===== src/rtl/prio_req_arbiter.sv =====
// Four-line request arbiter: latches request events into a pending register and
// hands the highest-index unmasked line to a consumer over valid/ready.
//
// state | meaning
// IDLE  | no grant outstanding; grants sel on the next edge when any_pend
// BUSY  | out_id presented and held until out_ready
module prio_req_arbiter #(
  parameter bit EDGE = 1'b1
) (
  input  logic       clk,
  input  logic       rst_n,
  input  logic [3:0] req,
  input  logic [3:0] mask,
  input  logic       out_ready,
  input  logic       ovf_clr,
  output logic       out_valid,
  output logic [1:0] out_id,
  output logic       any_pend,
  output logic [3:0] pending,
  output logic [3:0] ovf
);

  localparam logic [0:0] IDLE = 1'b0;
  localparam logic [0:0] BUSY = 1'b1;

  logic [0:0] state;
  logic [3:0] req_d;
  logic [3:0] ev;
  logic [3:0] clr;
  logic [3:0] elig;
  logic [3:0] pend_nxt;
  logic [3:0] ovf_set;
  logic [1:0] sel;

  // A new event on a bit being serviced this cycle re-sets it, so it is not lost.
  always_comb begin
    ev = EDGE ? (req & ~req_d) : req;
    clr = 4'b0000;
    if (out_valid && out_ready) clr[out_id] = 1'b1;
    pend_nxt = (pending & ~clr) | ev;
    ovf_set  = EDGE ? (ev & pending & ~clr) : 4'b0000;
    elig = pending & ~mask;
    sel = 2'd0;
    if (elig[3])      sel = 2'd3;
    else if (elig[2]) sel = 2'd2;
    else if (elig[1]) sel = 2'd1;
    else              sel = 2'd0;
  end

  assign any_pend  = |elig;
  assign out_valid = (state == BUSY);

  always_ff @(posedge clk or negedge rst_n) begin
    if (!rst_n) begin
      state   <= IDLE;
      out_id  <= 2'd0;
      req_d   <= 4'b0000;
      pending <= 4'b0000;
      ovf     <= 4'b0000;
    end else begin
      req_d   <= req;
      pending <= pend_nxt;
      ovf     <= (ovf & ~{4{ovf_clr}}) | ovf_set;
      case (state)
        IDLE: begin
          if (any_pend) begin
            out_id <= sel;
            state  <= BUSY;
          end
        end
        BUSY: begin
          if (out_ready) state <= IDLE;
        end
        default: state <= IDLE;
      endcase
    end
  end

endmodule


===== config.mk =====
export PLATFORM = sky130hd
export DESIGN_NAME = prio_req_arbiter
export DESIGN_NICKNAME = d
export VERILOG_FILES = /design/src/rtl/prio_req_arbiter.sv
export SDC_FILE = /design/constraint.sdc
export NUM_CORES = 1
export LEC_CHECK = 0
export CAP_MARGIN = 10
export CORE_UTILIZATION = 40
export DETAILED_ROUTE_END_ITERATION = 10
export PLACE_DENSITY = 0.74
export SYNTH_ARGS = -nofsm -noshare
export SYNTH_HDL_FRONTEND = slang
export SYNTH_SLANG_ARGS = --single-unit

===== constraint.sdc =====
create_clock -name clk -period 1 [get_ports clk]
set_input_delay 0.25 -clock clk [delete_from_list [all_inputs] [get_ports clk]]
set_output_delay 0.25 -clock clk [all_outputs]
set_load 0.02 [all_outputs]

After elaboration in Yosys (flattened, before gate mapping)
Cells that the tools add are included.
Storage, ports and cells
  register bits: 15
  bits of input ports: 12
  output and inout port bits: 12
  word-level logic and storage cells: 33
Operators by class
  magnitude comparators: 2
  multiplexer cells: 9
  bitwise gates (word level): 13
  reductions and logical operators: 4
Operators by type and width (number)
  $and A4 B4 Y4: 6
  $not A4 Y4: 4
  $or A4 B4 Y4: 2
  $mux W1: 4
  $mux W2: 2
  $mux W4: 1
  $reduce_or A4 Y1: 1
  $lt A2 B3 Y1 const B: 1
  $demux W1 S2: 1
  $ge A2 B1 Y1 const B: 1
  $logic_and A1 B1 Y1: 2
  $pmux W1 S2: 1
  $reduce_and A2 Y1: 1
  $not A1 Y1: 1

Longest topological paths before layout
Gate-level depths: netlist of run 1.
  word-level depth: 8
  gate-level depth with buffers: 3
  mapped depth without buffers: 3

Least setup slack after synthesis of run 1
No wires, ideal clock.
  path type: register to register
  from: register pending[0]
  to: register state, in the netlist out_valid
  library setup time: 0.119 ns
  arrival time: 1.124 ns
  data required time: 0.881 ns
  slack: -0.243 ns
  cell stages (with the launch flop): 4
  path buffers: 0
  period minus slack after synthesis: 1.243 ns
  cell sequence: dfrtp_1 > nand2b_1 > nand4_1 > o21a_1
On the way
  longest elaborated chain between the ends: 4
Ends and longest elaborated chain
  start: declaration: RTL line 19  | output logic [3:0] pending,
  start signal: assignment: RTL line 62  | pending <= pend_nxt;
  $and A4 B4 Y4: RTL line 42  | elig = pending & ~mask;
  $reduce_or A4 Y1: RTL line 50  | assign any_pend = |elig;
  via any_pend: RTL line 18  | output logic any_pend,
  $mux W1: RTL line 66  | if (any_pend) begin
  $pmux W1 S2: RTL line 64  | case (state)
  end signal: assignment: RTL line 55  | state <= IDLE;
  end signal: assignment: RTL line 68  | state <= BUSY;
  end signal: assignment: RTL line 72  | if (out_ready) state <= IDLE;
  end: declaration: RTL line 26  | logic [0:0] state;
The timed path passes the listed nets, and every way through them passes these cells.
A chain may end at the register's enable or synchronous reset.

Worst setup path after layout of run 1
  from: register pending[3]
  to: output any_pend
On the way
  longest elaborated chain between the ends: 2
Ends and longest elaborated chain (RTL line)
  $and A4 B4 Y4: 42
  $reduce_or A4 Y1: 50
  end: declaration: 18
Every way passes these cells.

==> run metrics, run 1 <==
outcome finished with violations; violated checks setup timing; critical path data arrival time 1090 ps; reg-to-reg startpoint out_valid$_DFF_PN0_; met1 Use GR 22.1%; Synth area leader dfrtp_1; Remaining Overflow, GRT 0; global route hottest layer met2; first-iteration detailed-routing DRC count 14; hpwl dp 955 um; clock buffer depth 2; reg-to-reg endpoint out_id[1]$_DFFE_PN0P_; GRT Util Overall 19.1%; final-report max-slew violation count 0; Detailed Routing Iterations Pass 1 4; synthesized instance count 51; register area share after synthesis 61.3%; FF-to-FF path depth 4; dpl ws -797 ps; f_max 747 MHz; # H-tree levels 1; Placed Cells 99; Crit Path Class flip-flop to output pin; Relative slew margins 79.4%; antenna violations before repair 0; GR Util met2 33.6%; Seq cells post-synth 15; Critical path origin pending[3]$_DFF_PN0_; fin crit period 1340 ps; vias post-DR 563; synth unique cells 15; Setup-failing EPs final 18; # diodes 0; skew final 1.28 ps; Cell Area, Synth 612 um^2; largest net degree at the start of global routing 16; critical path, cell by cell nand2b_4, nand4_1, buf_4; Required @ worst endpoint 750 ps; RSZ-0062 raised after global routing yes; Die Ht 41.1 um; LEAKAGE 0.518 nW; CTS Buf Count 3; setup total negative slack -2100 ps; met3 Use GR 3.26%; fill count 85; Clock transition at path regs 90 ps; # IOs 24; top cell type's share of synthesized area 61.3%; initial core utilization 44.8%; clock sink total 15; vias in the first global route 480; Tightest Pin Transition 308 ps; Post-route DRC 0; syn nets 63; CTS tree done; Via density 5.12; Avg WL per Cell 15.1 um; Routed Wire Length 1660 um; die area 1690 um^2; final setup margin -339 ps; ranking of synthesized cells by area dfrtp_1 61%, nand2b_1 8.2%, o31ai_4 7.0%, o22ai_1 5.1%, inv_1 3.1%; worst hold path type input pin to async pin; part of the cycle the worst path needs 134%; DIE WIDTH 41.1 um; slowest stage delay, CP 440 ps; CTS root buffer clkbuf_4; peak supply drop 1.70 mV; Std-Cell Rows 13; Startpoint Class flip-flop; CORE AREA 1370 um^2; R2R setup slack -90 ps; critical path endpoint category output pin; DRT antenna net count 0; Avg Inst Size Synth 12.0 um^2; final core utilization 82.1%; latest clock arrival within the worst-skew pair 280 ps; power density over the cells 2640 nW/um^2; first-pass GRT wire length 2020 um; Ys Warns 0; Area after DPL 962 um^2; fin cells 110; GP Congestion 0.726; Max Cap Viol 0; I/O Buffers 23; Crit-path slowest cell dfrtp_2; Area Overhead vs Synth 83.4%; final-report hold violation count 0; ratio of cells with drive above 1 in the final layout 51.6%; largest fanout on the critical path 3; nets 108; Final Instance Area 1120 um^2
## final cells by class
class                   count  area (um^2)  area share (%)
repair buffers             40          387            34.4
flip-flops and latches     15          382            34.0
multi-input cells          31          290            25.9
clock buffers               4         26.3            2.34
inverters                   5         18.8            1.67
well taps                  15         18.8            1.67
## critical path, delay by kind of cell (launching register included)
family / cells / cell delay (ps)
and+or+nand+nor: 2 / 200
buffers and inverters: 1 / 170
DFF: 1 / 440
## cells in the final DEF (no fill, tap or decap), types with 3 or more instances in the layout
master / instances
buf_4: 14
buf_6: 14
clkbuf_4: 3
clkdlybuf4s50_1: 6
dfrtp_1: 10
dfrtp_2: 5
dlygate4sd2_1: 5
inv_1: 4
nand2_1: 4
nand2b_1: 4
nand2b_4: 4
o22ai_1: 4
## routing by layer
metal / up-vias / share of wire (%)
li1: 270 / -
met1: 269 / 42
met2: 20 / 51
met3: 4 / 4.3
met4: 0 / 2.2
met5: - / 0
## where the power goes
group	total (mW)	internal, mW	switching [mW]
clock network	0.341	0.155	0.186
logic	1.66	0.876	0.786
registers	0.957	0.790	0.167
## registers in the layout, indices dropped and copies added, names as in the netlist
signal     count
req_d          4
ovf            4
out_id         2
pending        4
out_valid      1
## timing repair
item                       in CTS  in global routing
pin swaps                       6                  6
gates resized for setup        88                  4
setup endpoints to repair      21                 23
buffers inserted                5                  5
hold buffers                    0                  0
## synthesized netlist by cell type, drive strengths merged
library cell / n
nand3: 1
nand2: 5
o21a: 1
a21o: 2
a21oi: 2
nor2b: 1
nand2b: 8
nand4: 1
dfrtp: 15
o22ai: 5
o21ai: 2
o31ai: 2
inv: 5
a21boi: 1
## cells by family after synthesis
family                 share of synthesized area [%]
AOI/OAI and AO/OA                               20.2
buffers and inverters                           3.07
DFF                                             61.3
and+or+nand+nor                                 15.3
## how the worst max path moves through the flow
stage / endpoint / cells after the start / slack, ps
2_1_floorplan: out_valid$_DFF_PN0_ / 3 / -200
3_3_place_gp: any_pend / 4 / -780
3_5_place_dp: any_pend / 4 / -800
4_1_cts: any_pend / 3 / -330
5_1_grt: any_pend / 3 / -380
6_report: any_pend / 3 / -340
## per-stage QoR
| stage | power [mW] | hold WS, ps |
|---|---|---|
| floorplan | 1.52 | -45.6 |
| global placement | 2.19 | 495 |
| detailed placement | 2.21 | 502 |
| CTS | 2.79 | 295 |
| global route | 3.11 | 308 |
| finish | 2.96 | 297 |
Power figures use the tool's default switching activity.
==> run 2: changes to the inputs <==
--- a/config.mk
+++ b/config.mk
@@ -8,6 +8,7 @@
 export CAP_MARGIN = 10
 export CORE_UTILIZATION = 40
 export DETAILED_ROUTE_END_ITERATION = 10
+export GPL_TIMING_DRIVEN = 0
 export PLACE_DENSITY = 0.74
 export SYNTH_ARGS = -nofsm -noshare
 export SYNTH_HDL_FRONTEND = slang
==> run metrics, run 2 (same netlist as run 1, synthesis figures left out) <==
largest net degree at the start of global routing 16 (unchanged); power density over the cells 2650 nW/um^2 (was 2640 nW/um^2); first-pass GRT wire length 1930 um (was 2020 um); Area after DPL 875 um^2 (was 962 um^2); nets 104 (was 108); reg-to-reg startpoint pending[1]$_DFF_PN0_ (was out_valid$_DFF_PN0_); LEAKAGE 0.491 nW (was 0.518 nW); die area 1690 um^2 (unchanged); Required @ worst endpoint 750 ps (about the same); Crit-path slowest cell clkdlybuf4s50_1 (was dfrtp_2); f_max 721 MHz (was 747 MHz); top flop regs ovf (4), pending (4), req_d (4) (unchanged); critical path, cell by cell clkdlybuf4s50_1, nand2b_4, nand4_1, buf_6 (was nand2b_4, nand4_1, buf_4); R2R setup slack -70 ps (was -90 ps); hpwl dp 866 um (was 955 um); CTS tree done (unchanged); antenna violations before repair 0 (unchanged); final-report max-slew violation count 0 (unchanged); vias in the first global route 475 (was 480); clock buffer depth 2 (unchanged); fin cells 106 (was 110); crit path to any_pend (unchanged); RSZ-0062 raised after global routing yes (unchanged); vias post-DR 519 (was 563); fill count 93 (was 85); Std-Cell Rows 13 (unchanged); clock sink total 15 (unchanged); Sequential Power Share 34.2% (was 32.3%); I/O Buffers 23 (unchanged); Final Instance Area 1060 um^2 (was 1120 um^2); GRT Util Overall 18.6% (was 19.1%); latest clock arrival within the worst-skew pair 280 ps (about the same); Crit Path Class input pin to output pin (was flip-flop to output pin); # IOs 24 (unchanged); DRT antenna net count 0 (unchanged); DIE WIDTH 41.1 um (unchanged); most frequent cells in the layout 14 x buf_6, 10 x buf_4, 8 x dfrtp_1, 7 x clkdlybuf4s50_1, 7 x dfrtp_2 (was 14 x buf_4, 14 x buf_6, 10 x dfrtp_1, 6 x clkdlybuf4s50_1); fin crit period 1390 ps (was 1340 ps); Avg WL per Cell 13.2 um (was 15.1 um); violated checks setup timing (unchanged); FF-to-FF path depth 4 (unchanged); worst hold path type input pin to async pin (unchanged); overall power 2.80 mW (was 2.96 mW); Die Ht 41.1 um (unchanged); Startpoint Class input pin (was flip-flop); CTS Buf Count 3 (unchanged); Clock transition at path regs 90 ps (about the same); final setup margin -387 ps (was -339 ps); Setup-failing EPs final 16 (was 18); reg-to-reg endpoint out_id[0]$_DFFE_PN0P_ (was out_id[1]$_DFFE_PN0P_); Relative slew margins 57.0% (was 79.4%); Area Overhead vs Synth 73.0% (was 83.4%); CORE AREA 1370 um^2 (unchanged); first-iteration detailed-routing DRC count 0 (was 14); GP Congestion 0.712 (was 0.726); Placed Cells 89 (was 99); Tightest Pin Transition 644 ps (was 308 ps); slowest stage delay, CP 460 ps (was 440 ps); Critical path origin mask[3] (was pending[3]$_DFF_PN0_); critical path endpoint category output pin (unchanged); combinational share of power 53.6% (was 56.2%); # diodes 0 (unchanged); Post-route DRC 0 (unchanged); skew final 5.88 ps (was 1.28 ps); peak supply drop 1.58 mV (was 1.70 mV); initial core utilization 44.8% (unchanged); Net Sw Frac 37.9% (was 38.5%); part of the cycle the worst path needs 139% (was 134%); CP bufs+invs 2 (was 1); Detailed Routing Iterations Pass 1 1 (was 4); critical path's top delay family buffers and inverters (was flip-flops); commonest non-fill, non-tap cell in the layout buf_6; largest fanout on the critical path 2 (was 3); Sw Pwr 1.06 mW (was 1.14 mW); Routed Wire Length 1400 um (was 1660 um); clock share of power 12.2% (was 11.5%); Remaining Overflow, GRT 0 (unchanged); Via density 4.90 (was 5.12); # H-tree levels 1 (unchanged); cell depth of the worst setup path 4 (was 3); outcome finished with violations (unchanged); critical path data arrival time 1140 ps (was 1090 ps); final-report hold violation count 0 (unchanged); internal power 1.74 mW (was 1.82 mW); ratio of cells with drive above 1 in the final layout 52.7% (was 51.6%); CTS root buffer clkbuf_4 (unchanged); Max Cap Viol 0 (unchanged)
run 2: layout make-up:
type | count | area, um^2 | share of cell area, %
clock buffer | 3 | 22.5 | 2.13
clock inverter | 1 | 5.00 | 0.473
inverter | 5 | 21.3 | 2.01
multi-input combinational | 31 | 264 | 24.9
sequential | 15 | 384 | 36.3
tap | 15 | 18.8 | 1.77
timing repair buffer | 36 | 343 | 32.4
run 2: how the worst min path moves through the flow:
| stage | endpoint | depth (start not counted) | from |
|---|---|---|---|
| 2_1_floorplan | out_id[0]$_DFFE_PN0P_ | 0 | rst_n |
| 3_3_place_gp | pending[3]$_DFF_PN0_ | 2 | req_d[3]$_DFF_PN0_ |
| 3_5_place_dp | pending[3]$_DFF_PN0_ | 2 | req_d[3]$_DFF_PN0_ |
| 4_1_cts | ovf[0]$_DFF_PN0_ | 1 | rst_n |
| 5_1_grt | req_d[0]$_DFF_PN0_ | 1 | rst_n |
| 6_report | out_id[0]$_DFFE_PN0P_ | 1 | rst_n |
run 2: timing repair:
action,CTS,global route
setup endpoints to repair,21,21
buffers inserted,9,5
hold buffers,0,0
resized for setup,81,7
pin swaps,7,8
run 2: power groups by stage:
stage	logic (mW)	registers [mW]	clock network (mW)
finish	1.50	0.959	0.341
CTS	1.32	0.954	0.363
detailed placement	0.985	1.00	0
global placement	0.979	1.00	0
global route	1.61	0.991	0.379
floorplan	0.339	1.18	0
run 2: metal layers:
| layer | global-route usage [%] | wire [um] |
|---|---|---|
| met5 | 0 | 0 |
| met4 | 12.1 | 7 |
| met3 | 3.80 | 54 |
| met2 | 32.8 | 721 |
| met1 | 19.9 | 621 |
run 2: stage by stage:
| step | utilization (%) | TNS, ps | hold WS, ps | worst slack (ps) |
|---|---|---|---|---|
| after global placement | 64.0 | -9000 | 494 | -795 |
| after global routing | 77.5 | -2350 | 420 | -422 |
| final | 77.5 | -1650 | 357 | -387 |
| after floorplan | - | -734 | -45.6 | -196 |
| after CTS | 73.5 | -1760 | 375 | -381 |
| after detailed placement | 64.0 | -9180 | 494 | -815 |
run 2: worst reg2reg max path: stages (launching register included):
cell and delay (ps):
dfrtp_2 440, buf_4 160, nor2b_1 130, a21boi_1 140, o22ai_1 100
==> run 3: changes to the inputs <==
--- a/config.mk
+++ b/config.mk
@@ -9,7 +9,7 @@
 export CORE_UTILIZATION = 40
 export DETAILED_ROUTE_END_ITERATION = 10
 export GPL_TIMING_DRIVEN = 0
-export PLACE_DENSITY = 0.74
+export PLACE_DENSITY = 0.75
 export SYNTH_ARGS = -nofsm -noshare
 export SYNTH_HDL_FRONTEND = slang
 export SYNTH_SLANG_ARGS = --single-unit
==> run metrics, run 3 (same netlist as run 1, synthesis figures left out) <==
CTS tree done (unchanged); first-iteration detailed-routing DRC count 4 (was 0); DIE WIDTH 41.1 um (unchanged); clock sink total 15 (unchanged); antenna violations before repair 0 (unchanged); Post-route DRC 0 (unchanged); DRT antenna net count 0 (unchanged); CTS Buf Count 3 (unchanged); critical path, cell by cell nand2b_4, nand4_1, buf_6 (was clkdlybuf4s50_1, nand2b_4, nand4_1, buf_6); first-pass GRT wire length 2030 um (was 1930 um); vias post-DR 533 (was 519); ratio of cells with drive above 1 in the final layout 52.7% (about the same); skew final 1.60 ps (was 5.88 ps); slowest stage delay, CP 440 ps (was 460 ps); CTS root buffer clkbuf_4 (unchanged); LEAKAGE 0.508 nW (was 0.491 nW); clock buffer depth 2 (unchanged); CORE AREA 1370 um^2 (unchanged); critical path endpoint category output pin (unchanged); largest net degree at the start of global routing 16 (unchanged); hpwl dp 953 um (was 866 um); fin crit period 1340 ps (was 1390 ps); worst hold path type input pin to async pin (unchanged); vias in the first global route 493 (was 475); Area after DPL 875 um^2 (unchanged); power density over the cells 2620 nW/um^2 (was 2650 nW/um^2); R2R setup slack -130 ps (was -70 ps); FF-to-FF path depth 5 (was 4); Remaining Overflow, GRT 0 (unchanged); final-report max-slew violation count 0 (unchanged); Tightest Pin Transition 673 ps (was 644 ps); reg-to-reg startpoint pending[0]$_DFF_PN0_ (was pending[1]$_DFF_PN0_); die area 1690 um^2 (unchanged); latest clock arrival within the worst-skew pair 280 ps (about the same); nets 106 (was 104); commonest non-fill, non-tap cell in the layout buf_6 (unchanged); area of the multi-input gates 260 um^2 (was 264 um^2); most frequent cells in the layout 14 x buf_6, 12 x buf_4, 8 x dfrtp_1, 7 x dfrtp_2, 6 x clkdlybuf4s50_1 (was 14 x buf_6, 10 x buf_4, 8 x dfrtp_1, 7 x clkdlybuf4s50_1, 7 x dfrtp_2); # diodes 0 (unchanged); final-report hold violation count 15 (was 0); Area Overhead vs Synth 74.8% (was 73.0%); GP Congestion 0.671 (was 0.712); Die Ht 41.1 um (unchanged); Required @ worst endpoint 750 ps (about the same); Clock transition at path regs 90 ps (about the same); CP bufs+invs 1 (was 2); RSZ-0062 raised after global routing yes (unchanged); Startpoint Class flip-flop (was input pin); f_max 746 MHz (was 721 MHz); Relative slew margins 55.1% (was 57.0%); final setup margin -340 ps (was -387 ps); Crit Path Class flip-flop to output pin (was input pin to output pin); Crit-path slowest cell dfrtp_2 (was clkdlybuf4s50_1); fill count 94 (was 93); register area 384 um^2 (unchanged); Via density 4.94 (was 4.90); part of the cycle the worst path needs 134% (was 139%); peak supply drop 1.39 mV (was 1.58 mV); critical path data arrival time 1090 ps (was 1140 ps); hold_ws -13.2 ps (was 357 ps); Max Cap Viol 0 (unchanged); dpl ws -849 ps (was -815 ps); # IOs 24 (unchanged); I/O Buffers 23 (unchanged); Std-Cell Rows 13 (unchanged); reg-to-reg endpoint out_id[1]$_DFFE_PN0P_ (was out_id[0]$_DFFE_PN0P_); critical path's top delay family flip-flops (was buffers and inverters); Setup-failing EPs final 18 (was 16); outcome finished with violations (unchanged); Routed Wire Length 1430 um (was 1400 um); largest fanout on the critical path 3 (was 2); GRT Util Overall 19.1% (was 18.6%); top flop regs ovf (4), pending (4), req_d (4) (unchanged); Avg WL per Cell 13.3 um (was 13.2 um); # hold bufs at CTS 0 (unchanged); Final Instance Area 1070 um^2 (was 1060 um^2); violated checks hold timing, setup timing (was setup timing); # H-tree levels 1 (unchanged); Detailed Routing Iterations Pass 1 2 (was 1); initial core utilization 44.8% (unchanged)
## run 3: worst register-to-register path, cell delays in order, from the launching register on
cell and delay (ps):
dfrtp_2 390, nand2b_4 60, buf_4 130, buf_4 130, a21o_1 180, a21o_1 140
## run 3: cell type report
class | instances | share of cell area (%)
Tap cell | 15 | 1.75
Inverter | 5 | 1.75
Clock inverter | 1 | 0.468
Sequential cell | 15 | 35.9
Timing Repair Buffer | 38 | 33.7
Multi-Input combinational cell | 31 | 24.3
Clock buffer | 3 | 2.11
## run 3: worst max path at each step
stage / to / depth (start not counted) / slack [ps] / from
after floorplan: out_valid$_DFF_PN0_ / 3 / -200 / pending[1]$_DFF_PN0_
after global placement: any_pend / 4 / -800 / mask[1]
after detailed placement: any_pend / 4 / -850 / mask[1]
after CTS: any_pend / 3 / -350 / pending[3]$_DFF_PN0_
after global routing: any_pend / 3 / -400 / pending[1]$_DFF_PN0_
final: any_pend / 3 / -340 / pending[1]$_DFF_PN0_
## run 3: what timing repair did
action                     in CTS  in global routing
cloned                          0                  0
setup endpoints to repair      22                 29
pin swaps                       6                  7
gates resized for setup        79                  7
setup buffers                  11                  5
## run 3: per-stage QoR
stage | hold slack [ps] | cells | util [%] | TNS (ps) | total power [mW]
global placement | 494 | 89 | 64.0 | -9030 | 1.98
floorplan | -45.6 | 51 | - | -734 | 1.52
global route | 45.7 | 108 | 78.3 | -2660 | 2.97
CTS | 377 | 104 | 75.1 | -2010 | 2.69
finish | -13.2 | 108 | 78.3 | -1880 | 2.80
detailed placement | 505 | 89 | 64.0 | -9060 | 2.00
## run 3: metal layers
layer	GRT usage (%)	share of wire (%)	up-vias
li1	-	-	262
met1	21.2	44	254
met2	35.5	51	17
met3	4.89	5.4	0
met4	4.84	0	0
met5	0	0	-
## run 3: where the power goes
part,internal (mW),leakage (nW),switching (mW)
logic,0.811,0.325,0.694
registers,0.795,0.166,0.165
clock network,0.148,0.0177,0.187
total,1.75,0.508,1.05
